### src/rtl/mem_arbiter_pkg.sv
// Shared encodings and lane helpers for the instruction/data memory arbiter.
// Pure declarations: no state, no latency.
package mem_arb_pkg;

    localparam logic [1:0] SZ_B = 2'd0;
    localparam logic [1:0] SZ_H = 2'd1;
    localparam logic [1:0] SZ_W = 2'd2;

    typedef enum logic [2:0] {
        IDLE,
        FETCH,
        LOAD,
        STORE,
        ERR_I,
        ERR_D
    } own_e;

    localparam logic [3:0] BE_B = 4'b0001;
    localparam logic [3:0] BE_H = 4'b0011;
    localparam logic [3:0] BE_W = 4'b1111;

    // Byte lane an access of this size starts on; reserved size 3 behaves as word.
    function automatic logic [1:0] lane_off(input logic [1:0] size, input logic [1:0] off);
        case (size)
            SZ_B:    return off;
            SZ_H:    return {off[1], 1'b0};
            default: return 2'b00;
        endcase
    endfunction

    function automatic logic [3:0] be_for(input logic [1:0] size, input logic [1:0] off);
        logic [3:0] base;
        case (size)
            SZ_B:    base = BE_B;
            SZ_H:    base = BE_H;
            default: base = BE_W;
        endcase
        return base << lane_off(size, off);
    endfunction

    function automatic logic [4:0] shift_amt(input logic [1:0] size, input logic [1:0] off);
        return {lane_off(size, off), 3'b000};
    endfunction

endpackage

### src/rtl/mem_arbiter_load_extract.sv
// Load lane select with sign/zero extension.
// Combinational, zero latency; no handshake.
module load_extract
    import mem_arb_pkg::*;
(
    input  logic [31:0] word,
    input  logic [1:0]  offset,
    input  logic [1:0]  size,
    input  logic        uns,
    output logic [31:0] result
);

    logic [31:0] shifted;

    always_comb begin
        shifted = word >> shift_amt(size, offset);
        case (size)
            SZ_B:    result = {{24{~uns & shifted[7]}}, shifted[7:0]};
            SZ_H:    result = {{16{~uns & shifted[15]}}, shifted[15:0]};
            default: result = shifted;
        endcase
    end

endmodule

### src/rtl/mem_arbiter.sv
// Two-port (fetch/data) arbiter onto one synchronous memory, data priority with fetch anti-starvation.
// Response 1 cycle after gnt; requesters stall by holding req until gnt, no response backpressure.
module mem_arbiter
    import mem_arb_pkg::*;
#(
    parameter int ADDR_W       = 32,
    parameter int MAX_D_STREAK = 4
) (
    input  logic              clk,
    input  logic              rst_n,
    input  logic              if_req,
    input  logic [ADDR_W-1:0] if_addr,
    output logic              if_gnt,
    output logic              if_valid,
    output logic [31:0]       if_rdata,
    output logic              if_err,
    input  logic              d_req,
    input  logic              d_we,
    input  logic [1:0]        d_size,
    input  logic              d_unsigned,
    input  logic [ADDR_W-1:0] d_addr,
    input  logic [31:0]       d_wdata,
    output logic              d_gnt,
    output logic              d_valid,
    output logic [31:0]       d_rdata,
    output logic              d_err,
    output logic [ADDR_W-1:0] mem_addr,
    output logic              mem_en,
    output logic              mem_we,
    output logic [3:0]        mem_be,
    output logic [31:0]       mem_wdata,
    input  logic [31:0]       mem_rdata
);

    localparam int             SW         = $clog2(MAX_D_STREAK + 1);
    localparam logic [SW-1:0]  STREAK_MAX = SW'(MAX_D_STREAK);

    own_e          state_q, state_d;
    logic [SW-1:0] streak_q, streak_d;
    logic [1:0]    ld_size_q, ld_size_d;
    logic [1:0]    ld_off_q, ld_off_d;
    logic          ld_uns_q, ld_uns_d;
    logic          if_mis, d_mis;
    logic [31:0]   ld_data;

    always_comb begin
        if_mis = |if_addr[1:0];
        case (d_size)
            SZ_B:    d_mis = 1'b0;
            SZ_H:    d_mis = d_addr[0];
            default: d_mis = |d_addr[1:0];
        endcase
        // Data normally wins; a saturated streak hands one slot to a waiting fetch.
        if_gnt = if_req && (!d_req || streak_q == STREAK_MAX);
        d_gnt  = d_req && !if_gnt;
    end

    always_comb begin
        streak_d = streak_q;
        if (!if_req || if_gnt)
            streak_d = '0;
        else if (d_gnt && streak_q != STREAK_MAX)
            streak_d = streak_q + 1'b1;
    end

    always_comb begin
        mem_en    = 1'b0;
        mem_we    = 1'b0;
        mem_be    = 4'b0000;
        mem_wdata = 32'h0;
        mem_addr  = '0;
        if (if_gnt && !if_mis) begin
            mem_en   = 1'b1;
            mem_addr = {if_addr[ADDR_W-1:2], 2'b00};
        end else if (d_gnt && !d_mis) begin
            mem_en   = 1'b1;
            mem_addr = {d_addr[ADDR_W-1:2], 2'b00};
            if (d_we) begin
                mem_we    = 1'b1;
                mem_be    = be_for(d_size, d_addr[1:0]);
                mem_wdata = d_wdata << shift_amt(d_size, d_addr[1:0]);
            end
        end
    end

    always_comb begin
        state_d   = IDLE;
        ld_size_d = ld_size_q;
        ld_off_d  = ld_off_q;
        ld_uns_d  = ld_uns_q;
        if (if_gnt) begin
            state_d = if_mis ? ERR_I : FETCH;
        end else if (d_gnt) begin
            state_d   = d_mis ? ERR_D : (d_we ? STORE : LOAD);
            ld_size_d = d_size;
            ld_off_d  = d_addr[1:0];
            ld_uns_d  = d_unsigned;
        end
    end

    always_ff @(posedge clk or negedge rst_n) begin
        if (!rst_n) begin
            state_q   <= IDLE;
            streak_q  <= '0;
            ld_size_q <= 2'b00;
            ld_off_q  <= 2'b00;
            ld_uns_q  <= 1'b0;
        end else begin
            state_q   <= state_d;
            streak_q  <= streak_d;
            ld_size_q <= ld_size_d;
            ld_off_q  <= ld_off_d;
            ld_uns_q  <= ld_uns_d;
        end
    end

    load_extract u_load_extract (
        .word   (mem_rdata),
        .offset (ld_off_q),
        .size   (ld_size_q),
        .uns    (ld_uns_q),
        .result (ld_data)
    );

    always_comb begin
        if_valid = 1'b0;
        if_rdata = 32'h0;
        if_err   = 1'b0;
        d_valid  = 1'b0;
        d_rdata  = 32'h0;
        d_err    = 1'b0;
        case (state_q)
            FETCH: begin
                if_valid = 1'b1;
                if_rdata = mem_rdata;
            end
            ERR_I: begin
                if_valid = 1'b1;
                if_err   = 1'b1;
            end
            LOAD: begin
                d_valid = 1'b1;
                d_rdata = ld_data;
            end
            STORE: d_valid = 1'b1;
            ERR_D: begin
                d_valid = 1'b1;
                d_err   = 1'b1;
            end
            default: ;
        endcase
    end

endmodule
### config.mk
export PLATFORM = sky130hd
export DESIGN_NAME = mem_arbiter
export DESIGN_NICKNAME = d
export VERILOG_FILES = /design/src/rtl/mem_arbiter_pkg.sv /design/src/rtl/mem_arbiter_load_extract.sv /design/src/rtl/mem_arbiter.sv
export SDC_FILE = /design/constraint.sdc
export NUM_CORES = 1
export LEC_CHECK = 0
export ABC_AREA = 0
export CAP_MARGIN = 10
export CORE_AREA = 2 2 106 108
export DETAILED_ROUTE_END_ITERATION = 8
export DIE_AREA = 0 0 108 110
export PLACE_DENSITY = 0.84
export SETUP_SLACK_MARGIN = 0.3
export SLEW_MARGIN = 20
export SYNTH_ARGS = -nofsm -noshare
export SYNTH_HDL_FRONTEND = slang
export SYNTH_SLANG_ARGS = --single-unit
### constraint.sdc
create_clock -name clk -period 1.9 [get_ports clk]
set_input_delay 0.38 -clock clk [delete_from_list [all_inputs] [get_ports clk]]
set_output_delay 0.38 -clock clk [all_outputs]
set_load 0.005 [all_outputs]
==> results.yml, run 1 <==
global_route:
  track_usage: 0.288
  grt_pass1_wl_um: 26400
  grt.busiest_layer: "met2"
  gr-usage-met2: 0.582
  grt_max_degree: 33
  use_met3: 0.0511
  antenna_found_initial: 0
  use_met1: 0.272
  grt_overflow: 0
  grt_pass1_vias: 5006
layout:
  fin_nets: 957
  final_cells: 959
  num-fill-cells: 597
  final_core_utilization: 0.787
  area_growth_pct: 228
  drive_gt1_frac: 0.696
floorplan:
  rows: 38
  dieHeight_um: 110
  pin_count: 276
  core_region_area_sq_um: 10700
  dieArea_sq_um: 11900
  start_util: 0.240
  die_w_um: 108
detailed_routing:
  vias: 5244
  routed_wl_um: 22000
  firstDrtPassIters: 4
  drcViolationCount: 0
  drtIter0Drc: 348
  ant_nets: 0
  wl_per_cell_um: 22.9
  vias_per_cell: 5.47
clock_tree:
  cts_tree: "built"
  clock_latency_ps: 240
  ctsRootBufferMaster: "clkbuf_8"
  cts.reportedPaths.clkPinSlew_ps: 50
  cts.sinks: 11
  cts_buffers: 3
  cts-htree-levels: 1
  clk_path_buf_depth: 2
power:
  power_mw: 2.58
  power.share.clock: 0.091
  seqPwrFrac: 0.107
  power_switching_share: 0.367
  powerDensity_nw_per_um2: 307
  p_int_mw: 1.64
  vdd_ir_drop_max_mv: 0.221
  p_comb_frac: 0.802
  leakagePower_nw: 3.84
  p_switching_mw: 0.948
logic_synthesis:
  synthFlopType: "dfrtp_1"
  synth.distinct_cells: 49
  syn_inst: 336
  ys.warnings.count: 0
  netlist.area_leader.share: 0.120
  yosysTopAreaCell: "and2_1"
  ys_top_cells_by_area: "and2_1 (12%), dfrtp_1 (11%), a22o_1 (10%)"
  async_flop_share: 1.00
  syn_area_sq_um: 2560
  syn_area_per_cell_sq_um: 7.63
  synth_edf_count: 0
  synth-seq-cells: 11
  ys_seq_area_frac: 0.107
critical_path:
  max_stage_delay_ps: 380
  crit_path_max_fanout: 4
  arrival_ps: 2090
  crit_chain: "inv_2, ha_4, nand2_4, a21bo_4, nor3_4, buf_6, clkbuf_16, buf_6, a22o_1, buf_2"
  critPathCaptureType: "output pin"
  critPathLaunchType: "register"
  setup.worst_path.class: "register to output pin"
  crit_path_frequent_cell: "buf_6"
  cpMaxStageDelayCell: "dfrtp_1"
  cp.buffers_inverters: 5
  cpLargestDelayFamily: "buffers and inverters"
  cp.required_ps: 1520
sta:
  fmax_mhz: 405
  slew_violations: 0
  skew_ps: 3.47
  rsz0062_at_grt: "yes"
  fin_crit_sh: 1.30
  setup_tns_ps: -49100
  layout_setup_ws_ps: -567
  hold_viol_final: 0
  finalSetupViolations: 131
  timing.final.crit_period_ps: 2470
place:
  gp_congestion: 0.921
  dp_hpwl_um: 12200
  place_inst: 811
  port_buffers: 273
status:
  outcome: "finished, violations left"
  violations: "setup timing"
min_path:
  min_path_type: "primary input to async pin"
run:
  max_cap_violations: 0
-- worst register-to-register path, delay by kind of cell, from the launching register on --
family	cells	cell delay (ps)
buf+inv	4	450
flops	1	380
simple gates	2	350
compound gates	2	320
fa+ha+maj	1	170
-- stage by stage --
stage | setup WS [ps] | area (sq um) | hold WS (ps)
after floorplan | 51.5 | 2970 | 84.4
after global placement | -1060 | 6380 | 507
after detailed placement | -1110 | 6380 | 530
after CTS | -676 | 7390 | 492
after global routing | -657 | 8410 | 511
final | -567 | 8420 | 474
-- path summary, 6_finish.rpt --
check	start	to	cells after the start	slack, ps
worst max-delay path	streak_q[0]	mem_addr[8]	10	-570
worst min-delay path	rst_n	state_q[1]	1	470
worst max register to register	streak_q[0]	state_q[0]	9	160
worst min register to register	ld_off_q[1]	ld_off_q[1]	2	570
max in group asynchronous	rst_n	ld_size_q[1]	1	1070
min in group clk	d_addr[0]	ld_off_q[0]	3	560
-- power groups by stage --
| stage | clock network, mW | registers (mW) | logic [mW] |
|---|---|---|---|
| 2_1_floorplan | 0 | 0.275 | 0.530 |
| 3_3_place_gp | 0 | 0.272 | 1.36 |
| 3_5_place_dp | 0 | 0.273 | 1.38 |
| 4_1_cts | 0.233 | 0.273 | 1.65 |
| 5_1_grt | 0.256 | 0.279 | 2.15 |
| 6_report | 0.235 | 0.277 | 2.07 |
-- cell type report --
class / count / area, sq um / area share
Antenna cell: 1 / 2.50 / 0.000297
Timing Repair Buffer: 507 / 4840 / 0.575
Inverter: 10 / 37.5 / 0.00446
Multi-Input combinational cell: 286 / 3040 / 0.361
Clock buffer: 4 / 45.0 / 0.00535
Sequential cell: 11 / 278 / 0.0330
Tap cell: 140 / 175 / 0.0208
-- cells by family after synthesis --
family	synth area share
and+or+nand+nor	0.309
AOI/OAI and AO/OA	0.353
buffers and inverters	0.0869
muxes	0.126
DFF	0.107
adders and majority gates	0.00976
xor gates and xnor gates	0.00684
other	0.00146
-- cell usage in the layout, fill, tap and decap left out, drive strengths merged, types with 2 or more instances in the layout --
cell type	instances
nand2	7
nor3b	5
xnor2	2
o22ai	7
a22oi	16
nor2	22
inv	10
a31oi	8
conb	2
a21o	2
buf	357
or2	6
dlygate4sd2	5
and2	49
mux4	7
a2bb2oi	7
dfrtp	11
ha	2
clkdlybuf4s50	125
mux2i	9
mux2	7
nor4bb	8
o21ai	21
nand2b	3
nand3	4
nor2b	12
a21oi	11
clkbuf	22
a22o	30
a211oi	17
nor3	12
-- cells in the mapped netlist, drive strengths merged, types with 9 or more instances --
cell and instances:
nor3 12, nor2 22, dfrtp 11, a22oi 16, clkbuf 15, and2 49, nor2b 12, a22o 30
a211oi 17, buf 19, a21oi 11, o21ai 21, inv 10, mux2i 9
-- what timing repair did --
| action | 4_1_cts | 5_1_grt |
|---|---|---|
| gates resized for setup | 550 | 328 |
| hold buffers | 0 | 0 |
| pin swaps | 33 | 67 |
| endpoints found under the setup margin | 138 | 143 |
| hold endpoints to repair | 0 | 0 |
| gates cloned | 9 | 5 |
| buffers inserted | 69 | 60 |
-- routing by layer --
metal	up-vias	routed length, um
met5	-	0
met4	0	1530
met3	122	1680
met2	379	11800
met1	2490	6960
li1	2253	-
-- flip-flops by register name, indices dropped and copies added, names as in the netlist --
register,cells
ld_off_q,2
ld_size_q,2
ld_uns_q,1
state_q,3
streak_q,3
No activity file was read; power rests on OpenSTA's default activity.
==> run 2: changes to the inputs <==
- MAX_ROUTING_LAYER: unset -> met4
- clock period: 1.9 -> 2.02 ns (I/O delays scaled with it)
==> results.yml, run 2 (synthesis gave the netlist of run 1 again) <==
sta:
  timing.final.crit_period_ps: 2500
  slew_headroom: 0.647
  fin_crit_sh: 1.24
  fmax_mhz: 400
  rsz0062_at_grt: "yes"
  finalSetupViolations: 133
  worst_pin_slew_ps: 529
  layout_setup_ws_ps: -482
  slew_violations: 0
  hold_viol_final: 0
  skew_ps: 2.27
critical_path:
  reg2reg_depth: 9
  critPathLaunchType: "register"
  arrival_ps: 2100
  timing.rr.start: "streak_q[1]"
  setup.worst_path.class: "register to output pin"
  cp.required_ps: 1620
  r2r_slack_ps: 290
  critPathCaptureType: "output pin"
  critPathLaunch: "state_q[2]"
  crit_path_max_fanout: 7
  regToRegEndpoint: "ld_size_q[0]"
power:
  p_switching_mw: 0.917
  p_comb_frac: 0.800
  power_switching_share: 0.379
  leakagePower_nw: 3.81
  vdd_ir_drop_max_mv: 0.195
  p_int_mw: 1.50
  powerDensity_nw_per_um2: 286
  power.share.clock: 0.093
  seqPwrFrac: 0.108
layout:
  fin_nets: 940
  largest_registers: "state_q x3, streak_q x3"
  mostFrequentLayoutCells: "buf_6 (137), clkdlybuf4s50_1 (126), buf_4 (104)"
  final_core_utilization: 0.791
  n_antenna_cell: 0
  layout_commonest_cell: "buf_6"
  area_growth_pct: 230
  final_cells: 941
  drive_gt1_frac: 0.695
clock_tree:
  cts_buffers: 3
  clk_path_buf_depth: 2
  cts.sinks: 11
  hold_buffers: 0
  ctsRootBufferMaster: "clkbuf_8"
  cts_tree: "built"
  cts-htree-levels: 1
  clock_latency_ps: 240
  cts.reportedPaths.clkPinSlew_ps: 50
global_route:
  track_usage: 0.350
  grt_pass1_vias: 5437
  grt_pass1_wl_um: 30700
  grt_overflow: 0
  antenna_found_initial: 0
  grt_max_degree: 19
run:
  max_cap_violations: 0
floorplan:
  core_region_area_sq_um: 10700
  pin_count: 276
  die_w_um: 108
  rows: 38
  dieArea_sq_um: 11900
  dieHeight_um: 110
  start_util: 0.240
detailed_routing:
  routed_wl_um: 23900
  drtIter0Drc: 405
  ant_nets: 0
  vias: 5400
  vias_per_cell: 5.74
  drcViolationCount: 0
  wl_per_cell_um: 25.4
  firstDrtPassIters: 5
place:
  port_buffers: 273
  gp_congestion: 0.948
  dp_hpwl_um: 13100
  place_inst: 810
status:
  violations: "setup timing"
  outcome: "finished, violations left"
min_path:
  min_path_type: "primary input to async pin"
[run 2: changes by cell type in the layout (fill, tap and decap cells not counted), moves of 5 or more]
cell	delta
o21ai_2	-6
a22oi_2	+6
o21ai_1	+5
a22oi_1	-6
buf_6	-13
buf_4	-9
buf_2	+10
clkbuf_2	-13
[run 2: worst max-delay path by stage]
stage / to / slack, ps / cells after the start
after floorplan: d_rdata[0] / 150 / 5
after global placement: d_rdata[28] / -900 / 7
after detailed placement: mem_wdata[21] / -1020 / 7
after CTS: mem_addr[30] / -430 / 9
after global routing: d_rdata[29] / -530 / 9
final: d_rdata[29] / -480 / 9
[run 2: cell type report]
| type | count | area (sq um) |
|---|---|---|
| sequential | 11 | 278 |
| tap | 140 | 175 |
| clock buffer | 4 | 45.0 |
| timing repair buffer | 490 | 4780 |
| fill | 599 | 2240 |
| inverter | 10 | 45.0 |
| multi-input combinational | 286 | 3140 |
[run 2: metrics by stage]
stage / setup WS (ps) / hold WS, ps / setup TNS [ps] / area (sq um) / power [mW]
2_1_floorplan: 147 / 108 / 0 / 2980 / 0.760
3_3_place_gp: -899 / 507 / -74430 / 6430 / 1.55
3_5_place_dp: -1020 / 527 / -79970 / 6430 / 1.58
4_1_cts: -427 / 533 / -31220 / 7820 / 2.16
5_1_grt: -534 / 569 / -45530 / 8460 / 2.50
6_report: -482 / 512 / -37580 / 8460 / 2.42
[run 2: what timing repair did]
| action | in CTS | in global routing |
|---|---|---|
| resized for setup | 764 | 142 |
| pin swaps | 63 | 48 |
| endpoints found under the setup margin | 138 | 145 |
| gates cloned | 13 | 4 |
| buffers inserted | 89 | 21 |
[run 2: critical path, cell delays in order, from the launching register on]
cell,delay (ps)
dfrtp_1,380
or3b_4,420
buf_6,130
nor3b_4,240
buf_6,140
buf_12,110
buf_4,110
a22oi_2,50
o21ai_1,130
buf_2,140
[run 2: metal layers]
metal	global-route usage	up-vias	wire length (um)
li1	-	2208	-
met4	0.242	0	2380
met5	-	-	0
met2	0.652	484	12100
met3	0.0412	164	2020
met1	0.339	2544	7430
[run 2: power groups by stage]
stage | Combinational [mW] | Clock, mW | Sequential (mW)
after floorplan | 0.501 | 0 | 0.259
after global placement | 1.29 | 0 | 0.257
after detailed placement | 1.32 | 0 | 0.258
after CTS | 1.68 | 0.228 | 0.259
after global routing | 2.00 | 0.240 | 0.263
final | 1.94 | 0.224 | 0.261
==> run 3: changes to the inputs <==
- CORE_AREA: 2 2 106 108 -> 2 2 107 109
- CTS_BUF_LIST: unset -> sky130_fd_sc_hd__clkbuf_4 sky130_fd_sc_hd__clkbuf_8
- DIE_AREA: 0 0 108 110 -> 0 0 109 111
- PLACE_DENSITY: 0.84 -> 0.83
==> results.yml, run 3 (synthesis gave the netlist of run 1 again) <==
status:
  outcome: "finished, violations left"
  violations: "setup timing"
place:
  dp_hpwl_um: 11800
  gp_congestion: 0.953
  port_buffers: 273
  place_inst: 816
detailed_routing:
  routed_wl_um: 20400
  vias_per_cell: 5.42
  drtIter0Drc: 331
  wl_per_cell_um: 22.1
  firstDrtPassIters: 5
  vias: 4998
  drcViolationCount: 0
  ant_nets: 0
power:
  p_int_mw: 1.54
  vdd_ir_drop_max_mv: 0.174
  leakagePower_nw: 3.69
  seqPwrFrac: 0.107
  powerDensity_nw_per_um2: 294
  p_switching_mw: 0.868
  power.share.clock: 0.094
  power_switching_share: 0.361
  p_comb_frac: 0.799
global_route:
  track_usage: 0.308
  grt_pass1_vias: 5226
  grt_pass1_wl_um: 28000
  grt_max_degree: 17
  antenna_found_initial: 1
  grt_overflow: 0
floorplan:
  core_region_area_sq_um: 11100
  dieArea_sq_um: 12100
  dieHeight_um: 111
  pin_count: 276
  rows: 39
  start_util: 0.231
  die_w_um: 109
layout:
  largest_registers: "state_q x3, streak_q x3"
  layout_commonest_cell: "buf_6"
  area_growth_pct: 219
  fin_nets: 917
  drive_gt1_frac: 0.680
  mostFrequentLayoutCells: "buf_6 (135), clkdlybuf4s50_1 (126), buf_2 (84), buf_4 (84), and2_4 (47)"
  final_cells: 922
clock_tree:
  clk_path_buf_depth: 2
  cts-htree-levels: 1
  hold_buffers: 0
  ctsRootBufferMaster: "clkbuf_8"
  cts.reportedPaths.clkPinSlew_ps: 50
  cts_buffers: 3
  clock_latency_ps: 230
  cts.sinks: 11
  cts_tree: "built"
sta:
  slew_violations: 0
  fin_crit_sh: 1.20
  layout_setup_ws_ps: -395
  hold_viol_final: 0
  fmax_mhz: 414
  finalSetupViolations: 126
  setup_tns_ps: -28020
  hold_ws_ps: 491
  skew_ps: 3.14
  timing.final.crit_period_ps: 2410
  rsz0062_at_grt: "yes"
critical_path:
  cpMaxStageDelayCell: "dfrtp_1"
  crit_chain: "nor2b_4, mux2_4, a211oi_4, buf_4, buf_6, buf_16, o21ai_2, buf_2"
  cp.required_ps: 1620
  max_stage_delay_ps: 410
  r2r_slack_ps: 360
  setup.worst_path.class: "register to output pin"
  critPathCaptureType: "output pin"
  critPathLaunchType: "register"
  arrival_ps: 2010
  crit_path_max_fanout: 7
run:
  max_cap_violations: 0
min_path:
  min_path_type: "primary input to async pin"
==> run 3: cell count changes in the layout (fill, tap and decap cells not counted), moves of 7 or more <==
cell     previous run  this run
a22oi_2            16         3
o21ai_2             8        15
a22oi_1             0        13
buf_4             104        84
o21ai_1             9         2
==> run 3: final timing paths <==
check	from	end	cells after the start
min in group clk	ld_off_q[1]	ld_off_q[1]	2
setup reg to reg	streak_q[0]	state_q[0]	9
max in group asynchronous	rst_n	ld_size_q[1]	1
setup / recovery	ld_size_q[0]	d_rdata[26]	8
hold / removal	rst_n	streak_q[1]	1
hold reg to reg	ld_off_q[1]	ld_off_q[1]	2
==> run 3: layout make-up <==
| type | count | area, sq um |
|---|---|---|
| Antenna cell | 1 | 2.50 |
| Multi-Input combinational cell | 284 | 3020 |
| Sequential cell | 11 | 277 |
| Clock buffer | 4 | 48.8 |
| Timing Repair Buffer | 469 | 4610 |
| Fill cell | 706 | 2890 |
| Tap cell | 143 | 179 |
| Inverter | 10 | 45.0 |
==> run 3: metal layers <==
metal / vias up / GRT usage / routed length [um]
met1: 2381 / 0.303 / 6720
li1: 2169 / - / -
met2: 352 / 0.565 / 10800
met3: 96 / 0.0594 / 1610
met5: - / - / 0
met4: 0 / 0.148 / 1200
==> run 3: power by group through the flow <==
stage,logic [mW],clock network (mW),registers [mW]
6_report,1.92,0.227,0.257
2_1_floorplan,0.501,0,0.259
3_5_place_dp,1.31,0,0.257
3_3_place_gp,1.29,0,0.255
5_1_grt,2.00,0.246,0.259
4_1_cts,1.68,0.229,0.257
==> run 3: critical path: cells and delay by family (launching register included) <==
kind | cells | cell delay (ps)
buf+inv | 4 | 550
flops | 1 | 410
mux | 1 | 330
compound gates | 2 | 330
simple gates | 1 | 160
==> run 3: stage by stage <==
stage	setup WS, ps	power, mW	cell area [sq um]	util
floorplan	147	0.760	2980	-
global placement	-831	1.55	6470	0.584
detailed placement	-886	1.57	6470	0.584
CTS	-392	2.16	7590	0.686
global route	-488	2.51	8180	0.739
finish	-395	2.41	8180	0.739
==> run 3: what timing repair did <==
action / in CTS / in global routing
gates resized for setup: 760 / 128
setup buffers: 75 / 11
cloned: 14 / 1
setup endpoints to repair: 138 / 142
hold endpoints to repair: 0 / 0
pin swaps: 90 / 40
==> patch 1, RTL diff (settings of run 3) <==
`ADDR_W`: 32 -> 24.
--- a/src/rtl/mem_arbiter.sv
+++ b/src/rtl/mem_arbiter.sv
@@ -3,7 +3,7 @@
 module mem_arbiter
     import mem_arb_pkg::*;
 #(
-    parameter int ADDR_W       = 32,
+    parameter int ADDR_W       = 24,
     parameter int MAX_D_STREAK = 4
 ) (
     input  logic              clk,
Interface: changed (resized d_addr, if_addr and mem_addr); port bits go from 276 to 252. No check against the original RTL was run, so the function may have changed too.
==> patch 1 against run 3 <==
Sequential share of layout area is 0.071 points higher; sequential cell count stayed put; setup slack worse by 0.029 ns; critical path type is now input port to primary output; first-iteration DRC count is 2.4% lower; design area is 1.6% lower; die area stayed put; global-route usage is 1.9 points lower; largest cell class unchanged; total power is 3.4% lower; area after synthesis is 2.9% lower; via count is 2.7% lower; the flow still finishes with violations (setup timing); routed wire length is 3.7% lower; utilization is 1.2 points lower.
==> patch 1: results <==
[cells_and_area]
drive_gt1_share_pct = 70.8
antenna_cells = 0
final_nets = 889
multi_input_area_um2 = 3000

[routing]
routed-wl-met2_um = 10500
wl_met1_um = 6620
dr.pass1.iters = 4
drt_wl_total_um = 19600
wl_met3_um = 1330
drtIter0Drc = 323

[power_and_ir_drop]
power_leakage_uw = 0.00366
comb_power_share_pct = 79.0
ir_drop_mv = 0.209

[grt]
grt_pass1_wl_um = 26600
use_met2_pct = 54.0
use_met3_pct = 4.47
track_usage_pct = 28.8
first_global_vias = 5074
grt_max_degree = 18
grt_use_met1_pct = 28.0

[logic_synthesis]
yosys.area_share.adder_pct = 1.01
synth_xor_area_share_pct = 0.704
synth.area.mux_share_pct = 13.0
synth_common_cells = "49 x and2_1, 22 x a22o_1, 20 x nor2_1"
syn_avg_cell_area_um2 = 7.63
synthTopCellsByArea = "and2_1 12%, dfrtp_1 11%, a22o_1 7.7%"
synth_compound_area_share_pct = 33.6
ys_seq_area_share_pct = 11.1

[setup_path]
startpoint = "mem_rdata[23]"
max_stage_delay_ns = 0.50
r2r_cells = 10
regToRegEndpoint = "ld_uns_q"
path_max_fanout = 4
rrSetupSlack_ns = 0.22
crit_path_end = "d_rdata[12]"

[placement]
dp_slack_ns = -1.02
dpl.cell_count = 779
placed_cell_area_um2 = 6090
dp_hpwl_um = 11000

[sta]
skew_ns = 0.00290
finalSetupViolations = 121
setup_slack_ns = -0.424

[run_status]
violations = "setup timing"
outcome = "complete, but fails checks"

[clock_tree]
cts_setup_buffers = 90
patch 1: area by class of cell:
type	count	share of cell area (%)
clock buffer	4	0.606
inverter	10	0.528
multi-input combinational	275	37.2
sequential	11	3.45
tap	143	2.22
timing repair buffer	466	56.0
patch 1: worst max-delay path, delay by kind of cell:
kind            cells  cell delay [ns]
compound gates      2             0.25
buf+inv             5             1.05
mux                 1             0.33
patch 1: through the flow:
| stage | hold WS (ns) | TNS (ns) |
|---|---|---|
| after floorplan | 0.108 | 0 |
| after global placement | 0.507 | -65.42 |
| after detailed placement | 0.519 | -67.61 |
| after CTS | 0.514 | -25.76 |
| after global routing | 0.548 | -38.91 |
| final | 0.498 | -30.51 |
patch 1: worst min-delay path by stage:
stage,to,from,depth (start not counted)
floorplan,ld_off_q[0],rst_n,0
global placement,streak_q[0],streak_q[0],2
detailed placement,streak_q[0],streak_q[0],2
CTS,state_q[1],rst_n,1
global route,state_q[1],rst_n,1
finish,state_q[1],rst_n,1
==> patch 2, RTL diff (settings of run 3) <==
Without the edit above. Put a register stage on the output `d_err`. The value now appears one clock later. The other outputs are not delayed to match.
--- a/src/rtl/mem_arbiter.sv
+++ b/src/rtl/mem_arbiter.sv
@@ -34,6 +34,8 @@
 
     localparam int             SW         = $clog2(MAX_D_STREAK + 1);
     localparam logic [SW-1:0]  STREAK_MAX = SW'(MAX_D_STREAK);
+
+    logic d_err_d;
 
     own_e          state_q, state_d;
     logic [SW-1:0] streak_q, streak_d;
@@ -128,7 +130,7 @@
         if_err   = 1'b0;
         d_valid  = 1'b0;
         d_rdata  = 32'h0;
-        d_err    = 1'b0;
+        d_err_d  = 1'b0;
         case (state_q)
             FETCH: begin
                 if_valid = 1'b1;
@@ -145,10 +147,14 @@
             STORE: d_valid = 1'b1;
             ERR_D: begin
                 d_valid = 1'b1;
-                d_err   = 1'b1;
+                d_err_d = 1'b1;
             end
             default: ;
         endcase
     end
 
+    always_ff @(posedge clk) begin
+        d_err <= d_err_d;
+    end
+
 endmodule
Formal check against the unedited RTL: not equivalent (a bounded check fails within 4 cycles, from zero or initial values and one cycle with rst_n low).
==> patch 2 against run 3 <==
Clock skew is essentially flat; area after synthesis grew 1.0%; routed wire length grew 3.0%; the flow still finishes with violations (setup timing); design area grew 2.1%; worst hold slack lost 0.0029 ns; non-clock buffer count grew 16; critical path depth grew 1; sequential cell count grew 1; total power grew 3.9%; setup slack lost 0.072 ns; combinational power grew 3%.
==> patch 2: results <==
[run_status]
violations = "setup timing"
outcome = "complete, but fails checks"

[routing]
vias = 4989
drtIter0Drc = 387
drt_wl_total_um = 21000
dr.pass1.iters = 6

[grt]
first_global_vias = 5204
use_met3_pct = 5.82
antenna_found_initial = 2
grt_max_degree = 17
grt_pass1_wl_um = 29400
use_met2_pct = 59.6
track_usage_pct = 32.8
grt_use_met1_pct = 32.8

[logic_synthesis]
synthArstFlopShare_pct = 91.7
yosys.area_share.adder_pct = 0.967
synth_compound_area_share_pct = 34.9
synthTopCellsByArea = "and2_1 12%, dfrtp_1 11%, a22o_1 10%"
synth_cell_types = 50
synth_xor_area_share_pct = 0.677
ys_seq_area_share_pct = 11.4
synth.area.mux_share_pct = 12.5

[setup_path]
crit_arrival_ns = 2.08
path_max_fanout = 5
r2r_cells = 10
max_stage_delay_ns = 0.42
cp_top_family = "buffers and inverters"
rrSetupSlack_ns = 0.26
r2r-start = "streak_q[0]"

[sta]
skew_ns = 0.00288
setup_slack_ns = -0.467
finalSetupViolations = 117

[cells_and_area]
nFillCells = 695
final_nets = 933
seq_area_um2 = 297
drive_gt1_share_pct = 67.6

[placement]
placed_cell_area_um2 = 6440
dp_hpwl_um = 12400
gp_congestion = 1.08

[power_and_ir_drop]
power_leakage_uw = 0.00380
ir_drop_mv = 0.243

[clock_tree]
clock_path_buffers = 2
clock_latency_ns = 0.24
## patch 2: cell types whose count changed in the layout (fill, tap and decap cells not counted), moves of 3 or more
| cell | delta |
|---|---|
| buf_6 | +10 |
| and2_1 | +5 |
| and2_4 | -5 |
| a31oi_1 | +4 |
| a31oi_2 | -3 |
| buf_16 | +3 |
| buf_8 | +3 |
| nor4bb_1 | +3 |
| nor4bb_4 | -3 |
| o22ai_1 | -3 |
| o22ai_2 | +3 |
## patch 2: what timing repair did
action,in CTS,in global routing
resized for setup,813,76
cloned,16,0
hold endpoints to repair,0,0
pin swaps,115,23
setup buffers,83,15
setup endpoints to repair,137,138
## patch 2: cell type report
type	count	share of cell area [%]
repair buffers	485	57.6
multi-input cells	283	35.5
diodes	2	0.0599
flip-flops and latches	12	3.55
clock buffers	4	0.659
well taps	143	2.14
inverters	10	0.479
## patch 2: metrics by stage
stage	power, uW	hold slack (ns)	setup WS, ns	std cells	setup TNS (ns)
global placement	1560	0.507	-0.895	819	-72.63
floorplan	782	0.108	0.147	338	0
finish	2500	0.488	-0.467	939	-31.11
global route	2610	0.520	-0.499	939	-38.95
CTS	2320	0.499	-0.376	922	-27.98
detailed placement	1580	0.533	-0.930	819	-76.39
## patch 2: cells by family (layout without fill, tap and decap cells)
family | count (synthesis) | after routing
compound gates | 125 | 125
xor+xnor | 2 | 2
fa+ha+maj | 2 | 2
buf+inv | 44 | 499
flops | 12 | 12
mux | 22 | 22
other cells | 1 | 4
simple gates | 129 | 130
## patch 2: path summary, 6_finish.rpt
| check | endpoint |
|---|---|
| min | streak_q[1] |
| max in group asynchronous | ld_size_q[1] |
| min in group clk | streak_q[0] |
| min reg2reg | streak_q[0] |
| max | d_rdata[22] |
| max reg2reg | ld_size_q[1] |
## patch 2: power breakdown
| part | internal, uW | switching [uW] | total [uW] |
|---|---|---|---|
| clock network | 172 | 84.4 | 256 |
| logic | 1190 | 779 | 1970 |
| registers | 259 | 18.3 | 277 |
## patch 2: metal layers
layer  share of wire [%]  vias up
li1                    -     2204
met1                  33     2325
met2                  52      357
met3                 8.2      103
met4                 6.4        0
met5                   0        -
